===== config.mk =====
export PLATFORM = sky130hd
export DESIGN_NAME = mitm_bus_ctrl
export DESIGN_NICKNAME = d
export VERILOG_FILES = /design/src/rtl/mitm_pkg.sv /design/src/rtl/mitm_bit_shifter.sv /design/src/rtl/mitm_bus_ctrl.sv
export SDC_FILE = /design/constraint.sdc
export NUM_CORES = 1
export LEC_CHECK = 0
export ABC_AREA = 1
export CAP_MARGIN = 20
export CORE_MARGIN = 2
export CORE_UTILIZATION = 60
export CTS_BUF_LIST = sky130_fd_sc_hd__clkbuf_2
export CTS_CLUSTER_DIAMETER = 60
export DETAILED_ROUTE_END_ITERATION = 8
export GPL_ROUTABILITY_DRIVEN = 0
export PLACE_DENSITY = 0.86
export SLEW_MARGIN = 40
export SYNTH_ARGS = -nofsm -noshare
export SYNTH_HDL_FRONTEND = slang
export SYNTH_HIERARCHICAL = 1
export SYNTH_SLANG_ARGS = --single-unit

===== constraint.sdc =====
create_clock -name sys_clk -period 4.5 [get_ports sys_clk]
set_clock_uncertainty 0.15 [all_clocks]
set_input_delay 0.45 -clock sys_clk [delete_from_list [all_inputs] [get_ports sys_clk]]
set_output_delay 0.45 -clock sys_clk [all_outputs]
set_load 0.005 [all_outputs]

===== src/rtl/mitm_pkg.sv =====
// Shared definitions for the MITM bus controller: FSM encoding, word-size
// defaults and statistics counter widths.
package mitm_pkg;

   localparam int MITM_MAX_DATA_SIZE     = 9;
   localparam int MITM_DATA_SIZE_WIDTH   = $clog2(MITM_MAX_DATA_SIZE + 1);
   localparam int STATS_WORD_COUNT_WIDTH = 16;
   localparam int STATS_OVR_COUNT_WIDTH  = 8;

   typedef enum logic [2:0] {
      IDLE,
      START,
      INIT_EVAL,
      ARMED,
      CAPTURE,
      EVAL,
      WAIT_DONE
   } state_e;

endpackage


===== src/rtl/mitm_bit_shifter.sv =====
// Per-line capture shift register, captured-bit counter and serializer index
// for one SPI data line (instantiated once for MOSI and once for MISO).
module mitm_bit_shifter
   import mitm_pkg::*;
#(
   parameter int MAX_DATA_SIZE   = MITM_MAX_DATA_SIZE,
   parameter int DATA_SIZE_WIDTH = $clog2(MAX_DATA_SIZE + 1)
) (
   input  logic                       sys_clk,
   input  logic                       rst,
   input  logic                       clear,
   input  logic                       capture,
   input  logic                       bit_in,
   input  logic                       advance,
   input  logic [DATA_SIZE_WIDTH-1:0] size,
   input  logic [MAX_DATA_SIZE-1:0]   fake_word,
   output logic [MAX_DATA_SIZE-1:0]   word_next,
   output logic                       full,
   output logic                       fake_bit
);

   localparam logic [DATA_SIZE_WIDTH-1:0] MAX_SIZE = DATA_SIZE_WIDTH'(MAX_DATA_SIZE);
   localparam logic [DATA_SIZE_WIDTH-1:0] ONE      = DATA_SIZE_WIDTH'(1);

   logic [MAX_DATA_SIZE-1:0]   sr_q, sr_d;
   logic [DATA_SIZE_WIDTH-1:0] cnt_q, cnt_d;
   logic [DATA_SIZE_WIDTH-1:0] drv_q, drv_d;
   logic [DATA_SIZE_WIDTH-1:0] idx;

   // full looks ahead through a capture in this cycle so the word can close on its last edge
   always_comb begin
      sr_d      = sr_q;
      cnt_d     = cnt_q;
      drv_d     = drv_q;
      word_next = capture ? {sr_q[MAX_DATA_SIZE-2:0], bit_in} : sr_q;
      full      = capture ? ((cnt_q + ONE) >= size) : (cnt_q >= size);
      if (clear) begin
         sr_d  = '0;
         cnt_d = '0;
         drv_d = '0;
      end else begin
         if (capture) begin
            sr_d = word_next;
            if (cnt_q != MAX_SIZE) begin
               cnt_d = cnt_q + ONE;
            end
         end
         if (advance && ((drv_q + ONE) < size)) begin
            drv_d = drv_q + ONE;
         end
      end
      idx      = size - ONE - drv_q;
      fake_bit = (size != '0) && (idx < MAX_SIZE) && fake_word[idx];
   end

   always_ff @(posedge sys_clk) begin
      if (rst) begin
         sr_q  <= '0;
         cnt_q <= '0;
         drv_q <= '0;
      end else begin
         sr_q  <= sr_d;
         cnt_q <= cnt_d;
         drv_q <= drv_d;
      end
   end

endmodule


===== src/rtl/mitm_bus_ctrl.sv =====
// Bus-side initiator for the MITM logic: captures SPI words, handshakes with the
// logic and drives replacement bits. Optional statistics via MITM_BUS_CTRL_STATS_EN.
module mitm_bus_ctrl
   import mitm_pkg::*;
#(
   parameter int MAX_DATA_SIZE   = MITM_MAX_DATA_SIZE,
   parameter int DATA_SIZE_WIDTH = $clog2(MAX_DATA_SIZE + 1)
) (
   input  logic                       sys_clk,
   input  logic                       rst,
   input  logic                       arm,
   input  logic                       bus_active,
   input  logic                       sample_edge,
   input  logic                       shift_edge,
   input  logic                       real_mosi_bit,
   input  logic                       real_miso_bit,
   output logic                       mitm_start,
   output logic                       eval,
   output logic [MAX_DATA_SIZE-1:0]   real_mosi_data,
   output logic [MAX_DATA_SIZE-1:0]   real_miso_data,
   input  logic                       eval_done,
   input  logic                       mitm_done,
   input  logic [DATA_SIZE_WIDTH-1:0] data_size,
   input  logic [MAX_DATA_SIZE-1:0]   fake_mosi_data,
   input  logic [MAX_DATA_SIZE-1:0]   fake_miso_data,
   input  logic                       fake_mosi_select,
   input  logic                       fake_miso_select,
   output logic                       fake_mosi_bit,
   output logic                       fake_miso_bit,
   output logic                       mosi_select,
   output logic                       miso_select,
   output logic                       overrun,
`ifdef MITM_BUS_CTRL_STATS_EN
   output logic [STATS_WORD_COUNT_WIDTH-1:0] word_count,
   output logic [STATS_OVR_COUNT_WIDTH-1:0]  ovr_count,
`endif
   output logic                       busy
);

   localparam logic [DATA_SIZE_WIDTH-1:0] MAX_SIZE = DATA_SIZE_WIDTH'(MAX_DATA_SIZE);

   state_e                     state_q, state_d;
   logic [DATA_SIZE_WIDTH-1:0] size_q, size_d, clamped_size;
   logic [MAX_DATA_SIZE-1:0]   fake_mosi_q, fake_mosi_d, fake_miso_q, fake_miso_d;
   logic                       fake_mosi_sel_q, fake_mosi_sel_d, fake_miso_sel_q, fake_miso_sel_d;
   logic [MAX_DATA_SIZE-1:0]   real_mosi_q, real_mosi_d, real_miso_q, real_miso_d;
   logic                       overrun_q, overrun_d, word_ovr_q, word_ovr_d;
   logic                       mitm_start_q, mitm_start_d, eval_q, eval_d;
   logic                       bus_active_q;
   logic                       in_word, bus_rise, abort, capture, advance, word_done;
   logic                       shifter_clear, latch_next;
   logic [MAX_DATA_SIZE-1:0]   size_mask, mosi_word, miso_word;
   logic                       mosi_full, miso_full;

   always_comb begin
      in_word       = (state_q == CAPTURE) || (state_q == EVAL);
      bus_rise      = bus_active && !bus_active_q;
      abort         = in_word && !bus_active;
      capture       = in_word && bus_active && sample_edge;
      advance       = in_word && bus_active && shift_edge;
      word_done     = (state_q == CAPTURE) && bus_active && mosi_full && miso_full;
      shifter_clear = !in_word || abort || word_done;
      clamped_size  = (data_size > MAX_SIZE) ? MAX_SIZE : data_size;
      for (int i = 0; i < MAX_DATA_SIZE; i++) begin
         size_mask[i] = (i < int'(size_q));
      end
   end

   // A shift edge seen while the logic is still evaluating means the next word's
   // first bit went out before its replacement was known, so that word runs unmodified.
   always_comb begin
      state_d         = state_q;
      size_d          = size_q;
      fake_mosi_d     = fake_mosi_q;
      fake_miso_d     = fake_miso_q;
      fake_mosi_sel_d = fake_mosi_sel_q;
      fake_miso_sel_d = fake_miso_sel_q;
      real_mosi_d     = real_mosi_q;
      real_miso_d     = real_miso_q;
      overrun_d       = overrun_q;
      word_ovr_d      = word_ovr_q;
      mitm_start_d    = 1'b0;
      eval_d          = 1'b0;
      latch_next      = 1'b0;
      case (state_q)
         IDLE: begin
            if (arm) begin
               state_d      = START;
               mitm_start_d = 1'b1;
               overrun_d    = 1'b0;
               word_ovr_d   = 1'b0;
            end
         end
         START: begin
            if (eval_done) begin
               state_d = INIT_EVAL;
               eval_d  = 1'b1;
            end
         end
         INIT_EVAL: begin
            if (eval_done) begin
               latch_next = 1'b1;
               state_d    = (clamped_size == '0) ? WAIT_DONE : ARMED;
            end
         end
         ARMED: begin
            if (bus_rise) begin
               state_d = CAPTURE;
            end
         end
         CAPTURE: begin
            if (abort) begin
               state_d = WAIT_DONE;
            end else if (word_done) begin
               real_mosi_d = mosi_word & size_mask;
               real_miso_d = miso_word & size_mask;
               eval_d      = 1'b1;
               word_ovr_d  = 1'b0;
               state_d     = EVAL;
            end
         end
         EVAL: begin
            if (abort) begin
               state_d = WAIT_DONE;
            end else begin
               if (advance) begin
                  overrun_d  = 1'b1;
                  word_ovr_d = 1'b1;
               end
               if (eval_done) begin
                  latch_next = 1'b1;
                  state_d    = (clamped_size == '0) ? WAIT_DONE : CAPTURE;
               end
            end
         end
         WAIT_DONE: begin
            if (mitm_done) begin
               state_d = IDLE;
            end
         end
         default: state_d = IDLE;
      endcase
      if (latch_next) begin
         size_d          = clamped_size;
         fake_mosi_d     = fake_mosi_data;
         fake_miso_d     = fake_miso_data;
         fake_mosi_sel_d = fake_mosi_select;
         fake_miso_sel_d = fake_miso_select;
      end
   end

   always_ff @(posedge sys_clk) begin
      if (rst) begin
         state_q         <= IDLE;
         size_q          <= '0;
         fake_mosi_q     <= '0;
         fake_miso_q     <= '0;
         fake_mosi_sel_q <= 1'b0;
         fake_miso_sel_q <= 1'b0;
         real_mosi_q     <= '0;
         real_miso_q     <= '0;
         overrun_q       <= 1'b0;
         word_ovr_q      <= 1'b0;
         mitm_start_q    <= 1'b0;
         eval_q          <= 1'b0;
         bus_active_q    <= 1'b0;
      end else begin
         state_q         <= state_d;
         size_q          <= size_d;
         fake_mosi_q     <= fake_mosi_d;
         fake_miso_q     <= fake_miso_d;
         fake_mosi_sel_q <= fake_mosi_sel_d;
         fake_miso_sel_q <= fake_miso_sel_d;
         real_mosi_q     <= real_mosi_d;
         real_miso_q     <= real_miso_d;
         overrun_q       <= overrun_d;
         word_ovr_q      <= word_ovr_d;
         mitm_start_q    <= mitm_start_d;
         eval_q          <= eval_d;
         bus_active_q    <= bus_active;
      end
   end

   mitm_bit_shifter #(
      .MAX_DATA_SIZE  (MAX_DATA_SIZE),
      .DATA_SIZE_WIDTH(DATA_SIZE_WIDTH)
   ) u_mosi_shifter (
      .sys_clk  (sys_clk),
      .rst      (rst),
      .clear    (shifter_clear),
      .capture  (capture),
      .bit_in   (real_mosi_bit),
      .advance  (advance),
      .size     (size_q),
      .fake_word(fake_mosi_q),
      .word_next(mosi_word),
      .full     (mosi_full),
      .fake_bit (fake_mosi_bit)
   );

   mitm_bit_shifter #(
      .MAX_DATA_SIZE  (MAX_DATA_SIZE),
      .DATA_SIZE_WIDTH(DATA_SIZE_WIDTH)
   ) u_miso_shifter (
      .sys_clk  (sys_clk),
      .rst      (rst),
      .clear    (shifter_clear),
      .capture  (capture),
      .bit_in   (real_miso_bit),
      .advance  (advance),
      .size     (size_q),
      .fake_word(fake_miso_q),
      .word_next(miso_word),
      .full     (miso_full),
      .fake_bit (fake_miso_bit)
   );

`ifdef MITM_BUS_CTRL_STATS_EN
   logic [STATS_WORD_COUNT_WIDTH-1:0] word_count_q, word_count_d;
   logic [STATS_OVR_COUNT_WIDTH-1:0]  ovr_count_q, ovr_count_d;

   // One overrun event per affected word, not per late shift edge
   always_comb begin
      word_count_d = word_count_q;
      ovr_count_d  = ovr_count_q;
      if ((state_q == IDLE) && arm) begin
         word_count_d = '0;
         ovr_count_d  = '0;
      end else begin
         if (word_done && (word_count_q != '1)) begin
            word_count_d = word_count_q + {{(STATS_WORD_COUNT_WIDTH-1){1'b0}}, 1'b1};
         end
         if ((state_q == EVAL) && advance && !word_ovr_q && (ovr_count_q != '1)) begin
            ovr_count_d = ovr_count_q + {{(STATS_OVR_COUNT_WIDTH-1){1'b0}}, 1'b1};
         end
      end
   end

   always_ff @(posedge sys_clk) begin
      if (rst) begin
         word_count_q <= '0;
         ovr_count_q  <= '0;
      end else begin
         word_count_q <= word_count_d;
         ovr_count_q  <= ovr_count_d;
      end
   end

   assign word_count = word_count_q;
   assign ovr_count  = ovr_count_q;
`endif

   assign mitm_start     = mitm_start_q;
   assign eval           = eval_q;
   assign real_mosi_data = real_mosi_q;
   assign real_miso_data = real_miso_q;
   assign overrun        = overrun_q;
   assign busy           = (state_q != IDLE);
   assign mosi_select    = fake_mosi_sel_q && (state_q == CAPTURE) && bus_active && !word_ovr_q;
   assign miso_select    = fake_miso_sel_q && (state_q == CAPTURE) && bus_active && !word_ovr_q;

endmodule


After elaboration in Yosys (flattened, before gate mapping)

Cells that the tools add are included.

Add/subtract/negate cells: 7
Order comparisons: 20
Equal/unequal tests: 19
Multiplexer cells: 35
Bitwise operators: 4
Reduce and logical (&&, ||, !) cells: 41

Operators by type and width:

| kind                | count |
|---|---|
| $mux 3              | 10 |
| $pmux 3 s7          | 1 |
| $logic_and 1x1->1   | 20 |
| $and 9x9->9         | 2 |
| $mux 9              | 2 |
| $add 4x1->4 const B | 4 |
| $ge 4x4->1          | 4 |
| $lt 3x4->1 const A  | 4 |
| $ne 2x2->1 const B  | 8 |
| $mux 1              | 14 |
| $lt 4x5->1 const B  | 2 |
| $eq 3x3->1 const B  | 3 |
| $bmux 1 s4          | 2 |
| $lt 1x4->1 const A  | 2 |
| $lt 2x4->1 const A  | 2 |
| $lt 4x4->1          | 2 |
| $lt 4x4->1 const B  | 2 |
| $ne 4x4->1 const B  | 2 |
| $sub 4x4->4         | 2 |
| $reduce_and 7->1    | 1 |
| $eq 3x2->1 const B  | 2 |
| $ne 3x3->1 const B  | 2 |
| $pmux 1 s2          | 3 |
| $reduce_and 6->1    | 1 |
| 20 further kinds    | 29 |

Register bits after elaboration: 84
Input bits: 34
Output and inout bits: 26
Word-level logic and storage cells: 145

Longest topological paths before layout

Gate-level depths: netlist of the first run.

Depth after elaboration: 10
Gate-level depth with buffers: 18
Mapped depth without buffers: 18

Hierarchy

The synthesis of the first run kept the hierarchy.

By module, submodules not included:

| module           | times used | cells an instance | area each (um2) | sequential area each (um2) |
|---|---|---|---|---|
| mitm_bit_shifter | 2          | 183               | 1244.9          | 340.3 |
| mitm_bus_ctrl    | 1          | 297               | 2197.1          | 1001.0 |

Worst setup path after synthesis of the first run

Ideal clock, no wire load.

Path kind: reg-to-reg
Start point: reg size_q[1]
End point: reg u_miso_shifter.cnt_q[2]
Library setup time: 72 ps
Data arrival time: 2570 ps
Data required time: 4278 ps
Path slack: 1707 ps
Cell stages (with the launch flop): 17
Path buffers: 1
Clock period less this slack: 2793 ps
Path through: dfxtp_1 -> inv_1 -> ha_1 -> inv_1 -> nor2_1 -> o211ai_1 -> nand3_1 -> nand2_1 -> nand2_1 -> nand2_1 -> nor2_8 -> inv_2 -> buf_2 -> nand2_1 -> nor2_4 -> clkinv_1 -> a21oi_1

Elaborated cells on any way between the ends: 10
Classes of those cells: 4 x order compare; 2 x mux; 4 x reduce/logical

RTL lines:

| element                            | line                   | text |
|---|---|---|
| from (decl)                        | mitm_bus_ctrl.sv:43    | `logic [DATA_SIZE_WIDTH-1:0] size_q, size_d, clamped_size;` |
| from (signal assigned)             | mitm_bus_ctrl.sv:169   | `size_q <= size_d;` |
| $ge 4x4->1                         | mitm_bit_shifter.sv:36 | `full = capture ? ((cnt_q + ONE) >= size) : (cnt_q >= size);` |
| $mux 1 *                           | mitm_bit_shifter.sv:36 |  |
| net miso_full                      | mitm_bus_ctrl.sv:53    | `logic mosi_full, miso_full;` |
| $logic_and 1x1->1 *                | mitm_bus_ctrl.sv:61    | `word_done = (state_q == CAPTURE) && bus_active && mosi_full && miso_full;` |
| $logic_or 1x1->1 *                 | mitm_bus_ctrl.sv:62    | `shifter_clear = !in_word \|\| abort \|\| word_done;` |
| net shifter_clear                  | mitm_bus_ctrl.sv:51    | `logic shifter_clear, latch_next;` |
| $reduce_or 2->1 (no source line) * | --                     |  |
| to (signal assigned)               | mitm_bit_shifter.sv:63 | `cnt_q <= cnt_d;` |
| to (decl)                          | mitm_bit_shifter.sv:26 | `logic [DATA_SIZE_WIDTH-1:0] cnt_q, cnt_d;` |

The timed path passes the listed nets; every way through them passes the cells marked *.
A chain may end at the register's enable or synchronous reset.

Worst setup path after layout of the first run

Start point: reg state_q[2]
End point: reg u_mosi_shifter.sr_q[2]

Elaborated cells on any way between the ends: 16
Classes of those cells: 2 x eq/ne; 3 x mux; 11 x reduce/logical

RTL lines:

| element                            | line                   | text |
|---|---|---|
| from (decl)                        | mitm_bus_ctrl.sv:42    | `state_e state_q, state_d;` |
| from (signal assigned)             | mitm_bus_ctrl.sv:168   | `state_q <= state_d;` |
| $eq 3x3->1                         | mitm_bus_ctrl.sv:56    | `in_word = (state_q == CAPTURE) \|\| (state_q == EVAL);` |
| $logic_or 1x1->1 *                 | mitm_bus_ctrl.sv:56    |  |
| $logic_and 1x1->1 * (2 in a row)   | mitm_bus_ctrl.sv:59    | `capture = in_word && bus_active && sample_edge;` |
| net capture                        | mitm_bus_ctrl.sv:50    | `logic in_word, bus_rise, abort, capture, advance, word_done;` |
| $mux 1 *                           | mitm_bit_shifter.sv:36 |  |
| net miso_full                      | mitm_bus_ctrl.sv:53    |  |
| $logic_and 1x1->1 *                | mitm_bus_ctrl.sv:61    |  |
| $logic_or 1x1->1 *                 | mitm_bus_ctrl.sv:62    |  |
| net shifter_clear                  | mitm_bus_ctrl.sv:51    |  |
| $reduce_or 2->1 (no source line) * | --                     |  |
| to (signal assigned)               | mitm_bit_shifter.sv:62 | `sr_q <= sr_d;` |
| to (decl)                          | mitm_bit_shifter.sv:25 | `logic [MAX_DATA_SIZE-1:0] sr_q, sr_d;` |

Marked as above.

==> results of run 1 <==
-- synth_stat cells, drive strengths merged --
master / n / area, µm²
a21oi: 56 / 284
inv: 60 / 228
nor3: 1 / 5.00
nand4: 5 / 31.3
buf: 13 / 105
a31oi: 1 / 6.26
clkbuf: 6 / 22.5
xor2: 8 / 70.1
clkinv: 2 / 7.51
nand3b: 3 / 22.5
dfxtp: 84 / 1680
nor2: 105 / 445
a211oi: 5 / 52.6
o21bai: 2 / 15.0
o211ai: 5 / 37.5
fa: 2 / 40.0
o21ai: 35 / 175
xnor2: 4 / 35.0
o21a: 1 / 7.51
ha: 36 / 450
or2: 1 / 6.26
nand2: 166 / 636
nand3: 62 / 323
-- power by group through the flow --
| stage | clock (mW) | sequential (mW) | combinational, mW |
|---|---|---|---|
| 2_1_floorplan | 0 | 0.881 | 0.596 |
| 3_3_place_gp | 0 | 0.917 | 0.715 |
| 3_5_place_dp | 0 | 0.920 | 0.744 |
| 4_1_cts | 0.485 | 0.905 | 0.751 |
| 5_1_grt | 0.517 | 0.918 | 0.860 |
| 6_report | 0.475 | 0.906 | 0.757 |
-- worst paths after layout --
path | to | slack, ns | cells past startpoint
worst min-delay path | mitm_start | 0.32 | 3
worst min register to register | real_mosi_data[7] | 0.33 | 2
worst max-delay path | u_mosi_shifter/sr_q[2] | 0.78 | 14
worst max register to register | u_mosi_shifter/sr_q[2] | 0.78 | 14
-- metal layers --
layer  vias to the layer above  wire length [µm]
met2                       158              5350
met4                         0               184
li1                       2264                 -
met5                         -                 0
met3                        14               604
met1                      2010              4570
-- sequential cells by signal (all words and copies together) (netlist names) --
signal and count:
u_mosi_shifter/drv_q 4, real_miso_data 9, real_mosi_data 9, u_miso_shifter/drv_q 4, bus_active_q 1, fake_miso_sel_q 1
fake_miso_q 9, state_q 3, eval 1, mitm_start 1, word_ovr_q 1, fake_mosi_sel_q 1
overrun 1, size_q 4, u_miso_shifter/cnt_q 4, u_mosi_shifter/sr_q 9, u_miso_shifter/sr_q 9, u_mosi_shifter/cnt_q 4
fake_mosi_q 9
-- cell families (layout without fill, tap and decap cells) --
family                   count (synthesis)  count (layout)  share of synthesized area, %
AO/OA/AOI/OAI                          105             105                          12.3
XOR/XNOR                                12              12                          2.24
adder cells (fa/ha/maj)                 38              38                          10.5
buffers and inverters                   81             139                          7.74
flip-flops                              84              84                          35.9
AND/OR/NAND/NOR                        343             343                          31.3
-- critical path, stage by stage, from the launching register on --
cell and delay [ns]:
dfxtp_1 0.57, nand2_1 0.17, nor2_1 0.16, inv_1 0.07, nor2_1 0.38, inv_1 0.31, nand2_1 0.17, nand2_1 0.07
nand2_1 0.22, nor2_8 0.13, inv_2 0.25, nand2_1 0.20, nor2_4 0.25, clkinv_1 0.29, a21oi_1 0.27
-- stage by stage --
| step | hold slack, ns | total power, mW | area (µm²) | util, % |
|---|---|---|---|---|
| 2_1_floorplan | 0.297 | 1.48 | 4690 | - |
| 4_1_cts | 0.279 | 2.14 | 5440 | 71.2 |
| 3_5_place_dp | 0.306 | 1.66 | 5290 | 69.2 |
| 6_report | 0.325 | 2.14 | 5440 | 71.2 |
| 5_1_grt | 0.308 | 2.29 | 5440 | 71.2 |
| 3_3_place_gp | 0.304 | 1.63 | 5290 | 69.2 |
-- layout make-up --
type                            instances  area (µm²)  area share [%]
Multi-Input combinational cell        498        2640            48.6
Sequential cell                        84        1680            30.9
Timing Repair Buffer                   61         606            11.1
Inverter                               62         235            4.32
Tap cell                              102         128            2.34
Clock inverter                          7         105            1.93
Clock buffer                            9        45.0           0.828
==> results, run 1 <==
- The max-slew violation count came to 0.
- The worst register-to-register path begins at state_q[2].
- The met1 usage in global routing is between 30% and 40%.
- Once layout is complete, the cells apart from fillers number roughly 820.
- The highest ir drop seen on vdd is roughly 0.26 mV.
- Across the run, the number of max-cap violations was 0.
- The clock latency on the worst-skew pair is 0.54 ns.
- The total congestion overflow after global routing is 0.
- The number of standard-cell rows in the floorplan is 32.
- The sequential power share is between 40% and 50%.
- Leaving out fill and tap cells, the most frequent cell in the layout is nand2_1.
- The number of antenna repair diodes is 0.
- After clock tree synthesis, the clock-pin slew on the worst setup and hold paths is approximately 0.26 ns.
- Dividing the detail-routed wire length by the instance count gives 13.0 µm.
- Setup repair after global routing left no endpoint under its margin.
- The largest buffer count on any clock path is 2.
- The average vias per placed instance is 5.40.
- In the final design database the tool counted ~800 nets.
- For this run, the top clock speed supported by timing is between 200 and 300 MHz.
- In this run the most critical hold path is launched from arm.
- For the final routed database, the setup TNS stands at 0 ns.
- Combinational logic is responsible for about 35% of the overall power.
- The global routing's busiest layer is met2.
- The post-CTS repair timing setup buffer count is 0.
- The transition time at the pin with the least slew margin is approximately 0.68 ns.
- For this run, the register share of the synthesized area comes to between 30% and 40%.
- The worst-case setup margin in the final layout is 0.785 ns.
- STA classifies the critical path endpoint as a register.
- The library cells used most frequently in the layout, excluding fill and tap cells, are nand2_1, nor2_1, dfxtp_1.
- Summed over all cells, the static leakage comes to ~2.4 nW.
- The total power density per cell area is roughly 400 nW/µm².
- The minimum period implied by the final worst setup slack is between 3 and 4 ns.
- During placement, the flow inserted port buffers numbering 59.
- The die is just over 90 µm tall.
- Fill cells in the final layout number roughly 620.
- The via count of the first global-routing pass is between 4000 and 5000.
- The launching element type of the critical path is a register.
- Setup violations remaining at the end of the flow were counted as 0.
- Synthesis handed over a netlist of approximately 660 instances.
- The clock tree synthesis step divided the H-tree into 3 levels.
- In this run the cell area of the synthesized design comes to between 4000 and 5000 µm².
- The routed via count is between 4000 and 5000.
- The count of nets left with antenna violations once routing finished came out at 0.
- The Yosys step of the flow raised 6 warnings.
- The flow ran to the end, and the final reports show no timing, DRC or antenna violations.
- The overall die area is 8530 µm².
- The core box area is between 7000 and 8000 µm².
- The portion of total power attributed to the clock network is 22.2%.
- Summed over all layers, the routed wires come to about 11000 µm.
- The boundary pin count is 60.
- The clock root buffer is clkbuf_2.
- The post-synthesis register bit count is 84.
- The initial utilization of the core area, before any placement, comes to 61.3%.
- The number of antenna violations at the first check in global routing is 0.
- Internal power comes to roughly 1.3 mW.
- The start point of the critical path is state_q[2].
- The hold buffer count at cts is 0.
- The pin count of the biggest net entering global routing is 28.
- For met3 alone, demand over resource in global routing was under 10%.
- The number of nets handed over by synthesis was between 700 and 800.
- The maximum fanout along the worst path is 23.
- The count of different cell masters after synthesis is 36.
- After legalization and detailed placement, the total HPWL measured roughly 8000 µm.
- The critical path is of the reg -> reg type.
- From left edge to right edge, the die measures just over 90 µm.
- Timing analysis after detailed placement gives a worst setup slack of 0.430 ns.
- The DRC marker count from the first detailed-route iteration is 253.
- The CTS tree is done.
- Data arrives at the worst endpoint at 4.03 ns.
- The net switching power is 818 µW.
- The number of hold-slack violations in the final timing report was 0.
- Relative to the synthesized area, the layout overhead comes to 16.1%.
- For this run, design rule violations remaining after detail routing come to 0.
- The number of sinks driven by the clock tree is between 80 and 90.
- Global routing consumed, on the met2 layer, 48.0% of the routing resources.
- The count of cells resized by post-cts repair is 0.
- For the worst setup path, the data required time is 4.81 ns.
- The worst path uses between 80% and 90% of the clock period.
- The min-delay analysis places its worst path in the category in -> reg.
- The number of buffers created by CTS is 9.
- After detailed placement, the design holds a cell count of 807.
- The wire length of the first global-routing pass is approximately 18000 µm.
- The post-route netlist has roughly 5.4% of its cells at a drive strength greater than 1.
- Net switching is a little under two fifths of the power.
- Headroom to the max-slew limit came out at 54.5%.
- Global routing used a little over a quarter of the available tracks.
- The mean post-synth cell area is between 7 and 8 µm².
- The first-pass iteration count of the detailed router is 7.
Power figures use the tool's default switching activity.
==> run 2: changes to the inputs <==
- CORE_UTILIZATION: 60 -> 52
- PLACE_DENSITY: 0.86 -> 0.79
- clock period: 4.5 -> 3.4 ns (I/O delays scaled with it)
==> results, run 2 (synthesized netlist as in run 1, its figures left out) <==
- The post-route fraction of the period consumed by the critical path is between 90% and 100%.
- The number of hold-slack violations in the final timing report is 0.
- Before CTS, the worst setup slack after placement is 0.436 ns.
- The most common cell after layout, fill and taps aside is nand2_1.
- The first global-routing pass estimated between 15000 and 20000 µm of wire.
- The total routing resource utilization after global routing is around 23%.
- The overall die area is 9790 µm².
- Hold timing on the final database bottoms out at a slack of between 0.15 and 0.2 ns.
- In this run, the number of DRC markers left after iteration 0 of detailed routing was roughly 190.
- In the layout the commonest cells are nand2_1, nor2_1, dfxtp_1.
- The via count of the first global-routing pass is between 4000 and 5000.
- Summing over every cut layer, the via total after detailed routing is ~4400.
- The die width is about 99 µm.
- Summed over all failing endpoints, the final setup total negative slack is 0 ns.
- The library cell contributing the largest single delay on the critical path is fa_1.
- The boundary pin count is 60.
- The final layout contains routed wiring with a total length of between 10000 and 15000 µm.
- Dividing total power by cell area gives a power density of roughly 490 nW/µm².
- The startpoint of the most critical hold path is fake_miso_data[4].
- After layout, the minimum clock period comes to 3.21 ns.
- The port buffer count is slightly below 60.
- After floorplanning, the core was divided into 34 placement rows.
- STA classifies the critical path startpoint as a register.
- The total of max-cap violations is 0.
- The hold-critical path depth is 3.
- From synthesis to final layout, the design area changed by 17.1%.
- The number of antenna repair diodes is 0.
- The capturing point of the worst reg2reg path is u_miso_shifter/sr_q[0].
- The worst-case setup margin in the final layout is roughly 0.19 ns.
- The register-to-register path setup slack is around 0.40 ns.
- The initial utilization of the core area, before any placement, comes to a little over half.
- The stage delay of the slowest cell on the critical path is 0.56 ns.
- The total overflow left after global routing is 0.
- The net count reported at finish is 797.
- The max-slew violation count is 0.
- The signal on the critical path passes through inv_1, ha_1, fa_1, inv_1, nand3_1, nand3_1, nand3_1, nand2_1, nor2_1, clkdlybuf4s50_1.
- The half-perimeter wire length after detailed placement is between 8000 and 9000 µm.
- The number of fill cells in the layout is just under 800.
- The transition time at the pin with the least slew margin is between 0.6 and 0.7 ns.
- The clock slew at the register clock pins of the worst setup and hold paths is between 0.2 and 0.3 ns.
- The final total power is 2.69 mW.
- The number of DRC violations after detailed routing is 0.
- In this run, post-CTS hold repair placed 0 buffers.
- After detailed placement, the design holds a cell count of between 800 and 900.
- The startpoint identified for the worst register-to-register timing path is u_miso_shifter/cnt_q[1].
- The number of antenna violations at the first check in global routing came to 0.
- The share of the core filled with cells is 62.9%.
- The critical path is of the reg -> out type.
- The number of levels the H-tree was split into is 3.
- Entering global routing, the biggest net connects 27 pins.
- In this run, the clock network consumes 17.3% of the power.
- The clock net in this run drives a total of 84 sinks.
- Cells with a size suffix above 1 make up just over 7% of the layout.
- The run finished with clean final reports.
- The endpoint type of the worst setup path is an output pin.
- At the later pin of the worst-skew pair, clock insertion delay measures around 0.55 ns.
- For the worst setup path, the data required time is 2.91 ns.
- The highest ir drop seen on vdd is between 0.2 and 0.3 mV.
- The maximum fanout along the worst path is 4.
- For this run, the detailed router's first-pass iteration total came to 6.
- Of the total power, the share spent switching nets is about two fifths.
- The arrival time of data at the critical path endpoint is approximately 2.7 ns.
- The leakage power is 2.50 nW.
- The count of nets left with antenna violations once routing finished came out at 0.
- With fillers left out, the area of the finished cells amounts to roughly 5500 µm².
- After the flow finishes, the layout carries non-filler instances totaling 838.
- The sequential power share is a little over two fifths.
- In this run the power spent charging and discharging nets is ~1.1 mW.
- Setup violations remaining at the end of the flow were counted as 0.
- The internal power contribution is 1.62 mW.
- The placement-stage cell area is approximately 5400 µm².
- Measured in cells, the most critical reg-to-reg path has a length of 17.
- The CTS tree is done.
- The maximum clock frequency is a little over 300 MHz.
- The vertical die dimension is 98.9 µm.
- The end point of the worst hold path is fake_miso_q[4].
- Clock tree synthesis selected as its root buffer the cell clkbuf_2.
- The most numerous cell on the critical path is nand3_1.
- The max-slew headroom at the worst pin is a little over half.
- The detail-routed net length per standard cell is approximately 13 µm.
- After detailed routing, the number of vias per cell comes to 5.31.
- The clock passes through at most 2 buffers.
- Combinational logic burns between 30% and 40% of the power.
- The number of buffers created by CTS is 9.
- The floorplan step defined a core boundary enclosing ~8700 µm².
- The worst min-delay path category is in -> reg.
[run 2: cell types whose count changed in the layout (fill, tap and decap cells not counted), moves of 2 or more]
cell / before / now
xnor2_1: 4 / 2
buf_4: 2 / 11
bufinv_16: 2 / 0
xnor2_2: 0 / 2
dfxtp_1: 84 / 82
dfxtp_2: 0 / 2
clkinv_4: 0 / 2
[run 2: area by class of cell]
class	instances	area, µm²	share of cell area, %
Multi-Input combinational cell	498	2660	48.5
Clock buffer	9	45.0	0.821
Sequential cell	84	1680	30.7
Tap cell	108	135	2.46
Timing Repair Buffer	70	676	12.3
Clock inverter	7	51.3	0.935
Inverter	62	235	4.29
[run 2: worst max path at each step]
stage | start | end | slack (ns)
2_1_floorplan | size_q[1] | u_miso_shifter/cnt_q[2] | 0.61
3_3_place_gp | bus_active | u_mosi_shifter/sr_q[1] | 0.58
3_5_place_dp | bus_active | u_miso_shifter/sr_q[0] | 0.44
4_1_cts | u_mosi_shifter/drv_q[0] | fake_mosi_bit | 0.05
5_1_grt | size_q[0] | fake_miso_bit | -0.006
6_report | u_miso_shifter/drv_q[0] | fake_miso_bit | 0.19
[run 2: timing repair]
item | in CTS | in global routing
buffers inserted | 0 | 0
resized for setup | 0 | 6
setup endpoints to repair | 0 | 2
[run 2: worst max-delay path, delay by kind of cell, from the launching register on]
| kind | cells | cell delay (ns) |
|---|---|---|
| DFF | 1 | 0.41 |
| adders and majority gates | 2 | 0.77 |
| and+or+nand+nor | 5 | 0.39 |
| buffers and inverters | 3 | 0.65 |
[run 2: layer usage]
layer | track usage, % | up-vias | part of all wire (%)
li1 | - | 2289 | -
met1 | 27.2 | 2007 | 43
met2 | 39.8 | 126 | 49
met3 | 4.26 | 27 | 5.6
met4 | 10.0 | 0 | 2.5
met5 | 0 | - | 0
[run 2: power by group through the flow]
stage	Clock, mW	Sequential [mW]	Combinational, mW
CTS	0.480	1.18	1.03
floorplan	0	1.17	0.789
finish	0.466	1.18	1.05
global route	0.519	1.19	1.20
detailed placement	0	1.20	1.02
global placement	0	1.19	0.992
==> run 3: changes to the inputs <==
- CAP_MARGIN: 20 -> default
==> results of run 3 <==
Final layout, timing and power as in run 2 (identical DEF).
